`src/rtl/dsm_pkg.sv`:
```
// Shared types and defaults for the dsm_sync crosspoint switch.
// An entry selects one input port for one output port and enables it.
package dsm_pkg;

   localparam int N_IN_DEF  = 16;
   localparam int N_OUT_DEF = 16;
   localparam int DW_DEF    = 1;
   // Upper bound on the select width, so one entry type serves every N_IN up to 256.
   localparam int SEL_MAX_W = 8;

   typedef enum logic {
      IDLE  = 1'b0,
      CLEAR = 1'b1
   } state_t;

   typedef struct packed {
      logic                 en;
      logic [SEL_MAX_W-1:0] sel;
   } entry_t;

   function automatic int addr_w(input int n);
      return (n > 1) ? $clog2(n) : 1;
   endfunction

endpackage

```
`src/rtl/dsm_xpt_mux.sv`:
```
// One output of the crosspoint: registered N_IN:1 mux of DW-bit ports,
// forced to zero when the routing entry is disabled.
module dsm_xpt_mux
   import dsm_pkg::*;
#(
   parameter int N_IN = N_IN_DEF,
   parameter int DW   = DW_DEF
) (
   input  logic               clk,
   input  logic               rst_n,
   input  entry_t             entry,
   input  logic [N_IN*DW-1:0] di,
   output logic [DW-1:0]      dout
);

   logic [DW-1:0] dout_d;
   logic [DW-1:0] dout_q;

   // NOTE: default assigned first so every path through the block drives dout_d; no latch.
   always_comb begin
      dout_d = '0;
      if (entry.en) begin
         for (int i = 0; i < N_IN; i++) begin
            if (entry.sel == SEL_MAX_W'(i)) dout_d = di[i*DW +: DW];
         end
      end
   end

   // NOTE: sequential state uses non-blocking assignments only.
   always_ff @(posedge clk or negedge rst_n) begin
      if (!rst_n) dout_q <= '0;
      else        dout_q <= dout_d;
   end

   assign dout = dout_q;

endmodule

```
`src/rtl/dsm_sync.sv`:
```
// Frame-synchronous crosspoint switch: a shadow routing table is written entry by
// entry and copied whole into the active table on a FRAME strobe after LOAD.
module dsm_sync
   import dsm_pkg::*;
#(
   parameter int  N_IN  = N_IN_DEF,
   parameter int  N_OUT = N_OUT_DEF,
   parameter int  DW    = DW_DEF,
   localparam int SELW  = addr_w(N_IN),
   localparam int OAW   = addr_w(N_OUT)
) (
   input  logic                CLK,
   input  logic                RES_N,
   input  logic                CS,
   input  logic                CNFG,
   input  logic                LOAD,
   input  logic                RES,
   input  logic                FRAME,
   input  logic [SELW-1:0]     In_add,
   input  logic [OAW-1:0]      out_add,
   input  logic                EN,
   input  logic [N_IN*DW-1:0]  di,
   output logic [N_OUT*DW-1:0] dout,
   output logic                BUSY,
   output logic                PEND,
   output logic                ERR
);

   state_t         state_q, state_d;
   logic [OAW-1:0] idx_q, idx_d;
   logic           pend_q, pend_d;
   logic           err_q, err_d;
   entry_t         shadow_q [N_OUT];
   entry_t         shadow_d [N_OUT];
   entry_t         active_q [N_OUT];
   entry_t         active_d [N_OUT];

   logic busy, res_cmd, wr_req, range_ok, xfer;

   always_comb begin
      busy     = (state_q == CLEAR);
      res_cmd  = CS & RES;
      wr_req   = CS & CNFG & ~res_cmd;
      range_ok = (int'(out_add) < N_OUT) && (int'(In_add) < N_IN);
      xfer     = (pend_q | (CS & LOAD)) & FRAME & ~busy;

      state_d  = state_q;
      idx_d    = idx_q;
      pend_d   = pend_q;
      err_d    = err_q;
      shadow_d = shadow_q;
      active_d = active_q;

      // The transfer copies shadow_q, so a write on the same edge lands in shadow only.
      if (xfer) begin
         active_d = shadow_q;
         pend_d   = 1'b0;
      end else if (CS & LOAD) begin
         pend_d   = 1'b1;
      end

      if (res_cmd) begin
         state_d = CLEAR;
         idx_d   = '0;
         err_d   = 1'b0;
      end else if (busy) begin
         shadow_d[idx_q] = '0;
         if (int'(idx_q) == N_OUT - 1) state_d = IDLE;
         else                          idx_d   = idx_q + 1'b1;
      end

      if (wr_req) begin
         if (busy || !range_ok) begin
            err_d = 1'b1;
         end else begin
            shadow_d[out_add].en  = EN;
            shadow_d[out_add].sel = SEL_MAX_W'(In_add);
         end
      end
   end

   // NOTE: both tables are reset because they must read as zero while RES_N is low.
   always_ff @(posedge CLK or negedge RES_N) begin
      if (!RES_N) begin
         state_q  <= IDLE;
         idx_q    <= '0;
         pend_q   <= 1'b0;
         err_q    <= 1'b0;
         shadow_q <= '{default: '0};
         active_q <= '{default: '0};
      end else begin
         state_q  <= state_d;
         idx_q    <= idx_d;
         pend_q   <= pend_d;
         err_q    <= err_d;
         shadow_q <= shadow_d;
         active_q <= active_d;
      end
   end

   for (genvar o = 0; o < N_OUT; o++) begin : g_out
      dsm_xpt_mux #(
         .N_IN (N_IN),
         .DW   (DW)
      ) u_mux (
         .clk   (CLK),
         .rst_n (RES_N),
         .entry (active_q[o]),
         .di    (di),
         .dout  (dout[o*DW +: DW])
      );
   end

   assign BUSY = busy;
   assign PEND = pend_q;
   assign ERR  = err_q;

endmodule

```
`config.mk`:
```
export PLATFORM = sky130hd
export DESIGN_NAME = dsm_sync
export DESIGN_NICKNAME = d
export VERILOG_FILES = /design/src/rtl/dsm_pkg.sv /design/src/rtl/dsm_xpt_mux.sv /design/src/rtl/dsm_sync.sv
export SDC_FILE = /design/constraint.sdc
export NUM_CORES = 1
export LEC_CHECK = 0
export CAP_MARGIN = 20
export CORE_UTILIZATION = 26
export DETAILED_ROUTE_END_ITERATION = 7
export SETUP_SLACK_MARGIN = 0.05
export SYNTH_ARGS = -nofsm -noshare
export SYNTH_HDL_FRONTEND = slang
export SYNTH_HIERARCHICAL = 1
export SYNTH_SLANG_ARGS = --single-unit
export TNS_END_PERCENT = 50
```
`constraint.sdc`:
```
create_clock -name CLK -period 5.3 [get_ports CLK]
set_clock_uncertainty 0.2 [all_clocks]
set_input_delay 1.06 -clock CLK [delete_from_list [all_inputs] [get_ports CLK]]
set_output_delay 1.06 -clock CLK [all_outputs]
set_load 0.01 [all_outputs]
```
* Yosys cells after proc, flatten, opt, wreduce, memory -nomap -nowiden
Index checks and enable logic that the tools add are counted.
Widths: inputs -> output; s select.
** Operators by class
- $lt $le $gt $ge :: 4
- Reductions and logical operators :: 21
- Equal/unequal tests :: 242
- Mux-type cells :: 295
- $add $sub $neg :: 1
- Bitwise operators :: 13
** Operators with widths (count)
- $eq 8x4->1 const B :: 128
- $mux 144 :: 4
- $eq 8x3->1 const B :: 64
- $bwmux 144 :: 2
- $mux 1 :: 280
- $eq 8x2->1 const B :: 32
- $and 144x144->144 :: 1
- $not 144->144 :: 1
- $eq 8x1->1 const B :: 16
- $logic_not 8->1 :: 16
- $demux 9 s4 :: 3
- $mux 9 :: 2
- $mux 4 :: 3
- $ge 5x5->1 const B :: 2
- $lt 5x1->1 const B :: 2
- $not 4->5 :: 2
- $mux 8 :: 1
- $and 1x1->1 :: 6
- $add 4x1->4 const B :: 1
- $eq 4x1->1 const B :: 1
- $reduce_bool 2->1 :: 2
- $logic_and 1x1->1 :: 2
- $ne 2x2->1 const B :: 1
- $not 1->1 :: 2
- other kinds (2) :: 2
** Storage, ports and cells
- Input bits :: 32
- Flip-flop bits (word level) :: 311
- Output and inout port bits :: 19

* Longest topological paths before layout
- Depth after elaboration :: 18
- Mapped depth :: 6
- Mapped depth without buffers :: 5

* Hierarchy
Netlist, hierarchy kept.
** Modules (own cells, without submodules)
- dsm_sync :: instances 1, cells an instance 813, seq. area each 7382.1 sq um, area each 11653.7 sq um
- dsm_xpt_mux :: instances 16, cells an instance 29, seq. area each 25.0 sq um, area each 226.5 sq um

* Worst setup path after synthesis
No wires, ideal clock.
- Path kind :: input port to flip-flop
- Start point :: input out_add[2]
- End point :: register shadow_q[100] (netlist name)
- Data arrival time :: 2.100 ns
- Path slack :: 2.864 ns
- Cell stages on the path :: 5
- Setup time :: 0.137 ns
- Buffers on the path :: 2
- Data required time :: 4.963 ns
- Cells stage by stage :: buf_4 > inv_2 > or4_1 > buf_2 > mux2i_1
** RTL lines
- start: declaration :: RTL line dsm_sync.sv:20 : input logic [OAW-1:0] out_add,
- end signal: assignment :: RTL line dsm_sync.sv:96 : shadow_q <= shadow_d;
- end: declaration :: RTL line dsm_sync.sv:33 : entry_t shadow_q [N_OUT];

* Worst setup path after layout
- Start point :: register state_q (netlist: BUSY)
- End point :: output BUSY
** RTL lines
- start: declaration :: RTL line dsm_sync.sv:29 : state_t state_q, state_d;
- start signal: assignment :: RTL line dsm_sync.sv:92 : state_q <= state_d;
- end: declaration :: RTL line dsm_sync.sv:24 : output logic BUSY,
No word-level cell between the ends.

==> impl_results.md <==
- Row cnt: between 80 and 90
- Worst Slack Setup Final: 2.16 ns
- Final Max Tran Viols: 0
- Final Util: approximately 30%
- CP Launch Point: BUSY
- Max Buffers Root-to-Sink: 3
- Fin. Hold Viols: 0
- Post-synthesis mux area share: about a fifth
- Crit path cell chain: clkdlybuf4s50_1
- Nets: 1325
- Compound-Gate Fraction of Synth Area: under 10%
- Share of layout cells above drive strength 1: a little under a fifth
- Clk_lat worst skew: 0.52 ns
- H-tree depth: 2
- WP data required: ~4 ns
- Register area share after synthesis: between 50% and 60%
- Post-Route WL: 39.7 mm
- Fillcell total: between 5k and 6k
- Congestion Overflow GR: 0
- Vias in the first global route: about 11k
- Routed WL per cell: 19.1 µm
- Cells after synthesis: about 1.3k
- Dpl hpwl: ~24 mm
- Die H: between 200 and 250 µm
- Maximum vdd ir drop: 0.191 mV
- Inserted Clock Buffers: 36
- P&R area growth vs syn: 14.5%
- R2R Setup Slk: 2.80 ns
- Kind of critical path: flip-flop to output port
- Pwr Density: about 330 nW/µm²
- Hold buffers post-CTS: 0
- Synth Area in Adders: less than 1%
- Initial antenna violation count: 4
- Worst slew margin: between 20% and 30%
- Io pins: just over 50
- First-pass GRT wire length: 62.4 mm
- Clk slew on worst S/H paths: approximately 0.06 ns
- Core area: slightly below 60000 µm²
- Sink Count: approximately 310
- Final cell count without fillers: around 2.1k
- Drt first pass iters: 7
- Reg2Reg Depth: 3
- Largest family of logic cells by synthesized area: multiplexers
- Critical path's slowest cell: dfrtp_1
- Die W: approximately 240 µm
- Final setup TNS: 0 ns
- DRC violations left: 0
- Largest net degree at the start of global routing: around 130
- Crit share post-route: 59.2%
- Worst slack at placement: roughly 1.8 ns
- Tmin final: around 3.1 ns
- Setup bufs post-CTS: 0
- Reg2reg end: shadow_q[118]
- Worst setup EP type: output port
- Max_cap viols: 0
- Worst path max stage delay: 0.71 ns
- IO Port Bufs: 50
- Critical Path Start Type: flip-flop
- Hold Crit Class: input pin to async pin
- Post-Syn Nets: between 1k and 1.5k
- Crit Path Max Fanout: 19
- Max Fclk: around 320 MHz
- Clock Tree Root: clkbuf_16
- Global-route usage over all layers: 13.3%
- Status: completed
- Async SR Flop Fraction: between 90% and 100%
- Syn Area/Cell: around 12 µm²
- Worst Path Arrival: 1.88 ns
- Cell Area, Synth: roughly 15000 µm²
- GP Congestion: slightly below 0.8
- N_diodes: 0
- CTS tree: yes
- Initial Util: a little over a quarter
- Final setup violation count: 0
- #FFs+latches synth: approximately 310
- Worst-margin pin slew: around 1.1 ns
- Placed Cells: 2014
- Main flop type after synthesis: dfrtp_1
- Die Area: 59700 µm²
- Synth Area in Simple Gates: 14.5%
- Via density: between 5 and 6
- Routed Antenna Nets: 0
- Area after DPL: approximately 16000 µm²
- Synthesis Warnings: 6
- Top delay family on crit path: flip-flops
- RSZ-0062 raised after global routing: false
- Yosys cell types: 42
- Post-route design area: about 17000 µm²
- DRT iter0 DRCs: 970
- EDFF count, synth: 0
- Crit Reg-Reg Startpoint: BUSY
- Via count: between 10k and 15k
- Cts repair resizes: 0
- XOR/XNOR Fraction of Synth Area: 0%
- WP buf/inv: 1
- Leakage: 7.82 nW
## cell usage after synthesis (4+ instances only)
library cell / n / share of area (%)
nand3_1: 24 / 0.79
and3b_1: 12 / 0.69
ha_1: 4 / 0.33
or4_1: 17 / 0.84
buf_6: 41 / 3.0
a21oi_1: 21 / 0.69
mux4_2: 16 / 2.4
nor2_1: 50 / 1.2
clkbuf_1: 28 / 0.69
buf_2: 15 / 0.49
o21ai_0: 82 / 2.7
nand3b_1: 20 / 0.98
o21ai_1: 16 / 0.52
nand2b_1: 19 / 0.78
nor4_4: 4 / 0.56
nor2b_1: 18 / 0.74
mux2i_1: 113 / 7.4
a31oi_1: 49 / 2.0
and3_1: 17 / 0.70
nand4_1: 4 / 0.16
a2111oi_0: 16 / 0.92
mux2_2: 144 / 11
dfrtp_1: 311 / 51
or3_1: 5 / 0.20
o211ai_1: 32 / 1.6
nand4b_1: 32 / 1.8
and4_1: 4 / 0.23
nand2_1: 34 / 0.84
nor3_1: 22 / 0.72
inv_1: 40 / 0.98
nor3b_1: 53 / 2.6
## worst max path at each step
stage	endpoint	slack (ns)	cells after the start
floorplan	shadow_q[100]	2.86	5
global placement	g_out[12].u_mux/dout	1.83	6
detailed placement	g_out[6].u_mux/dout	1.75	6
CTS	BUSY	2.13	1
global route	BUSY	2.04	1
finish	BUSY	2.16	1
## through the flow
step | hold WS (ns) | total power, W
detailed placement | 0.283 | 0.00318
CTS | 0.288 | 0.00584
global route | 0.303 | 0.00602
finish | 0.276 | 0.00577
global placement | 0.278 | 0.00317
floorplan | 0.271 | 0.00291
## power breakdown
part / internal (W) / switching (W)
combinational: 0.000180 / 0.000440
clock: 0.00166 / 0.000967
sequential: 0.00244 / 0.0000825
## sequential cells by signal (all words and copies together) (netlist names)
register and cells:
shadow_q 144, PEND 1, BUSY 1, ERR 1
active_q 144, g_out.u_mux/dout 16, idx_q 4
## placed cells by master (no fill, tap or decap), types with 3 or more instances in the layout
cell type | synthesis | final
nand3_1 | 24 | 24
nand3b_1 | 20 | 20
nand2_1 | 34 | 34
clkbuf_1 | 28 | 7
nor2_1 | 50 | 50
mux4_2 | 16 | 16
nor3b_1 | 53 | 52
nor2b_1 | 18 | 18
o21ai_0 | 82 | 82
bufinv_16 | 0 | 5
clkbuf_8 | 0 | 10
or4_1 | 17 | 17
buf_4 | 1 | 4
nand4_1 | 4 | 4
ha_1 | 4 | 4
nor3_1 | 22 | 22
and4_1 | 4 | 4
a2111oi_0 | 16 | 16
inv_1 | 40 | 40
buf_8 | 0 | 3
mux2i_1 | 113 | 113
o211ai_1 | 32 | 32
mux2_2 | 144 | 144
o21ai_1 | 16 | 16
nand2b_1 | 19 | 19
clkbuf_16 | 0 | 37
nor4_4 | 4 | 4
nand4b_1 | 32 | 32
clkinv_2 | 0 | 3
dfrtp_1 | 311 | 311
and3_1 | 17 | 17
or3_1 | 5 | 5
clkdlybuf4s50_1 | 0 | 49
buf_12 | 0 | 3
a31oi_1 | 49 | 49
and3b_1 | 12 | 12
a21oi_1 | 21 | 21
## cells by family after synthesis
kind of cell | count (synthesis)
mux | 273
fa+ha+maj | 4
simple gates | 344
buf+inv | 126
compound gates | 219
flops | 311
## cell type report
| type | count | area, µm² | share of cell area [%] |
|---|---|---|---|
| clock inverters | 10 | 181 | 1.04 |
| well taps | 765 | 957 | 5.47 |
| inverters | 41 | 154 | 0.880 |
| clock buffers | 54 | 1090 | 6.23 |
| flip-flops and latches | 311 | 7780 | 44.5 |
| multi-input cells | 840 | 6700 | 38.3 |
| repair buffers | 59 | 626 | 3.58 |
## routing by layer
metal / GRT usage, % / routed length (µm) / vias to the layer above
met4: 4.52 / 902 / 8
met2: 21.2 / 18200 / 352
li1: - / - / 4745
met1: 18.0 / 18000 / 5482
met5: 0 / 56 / -
met3: 2.41 / 2470 / 75
Power figures use the tool's default switching activity.
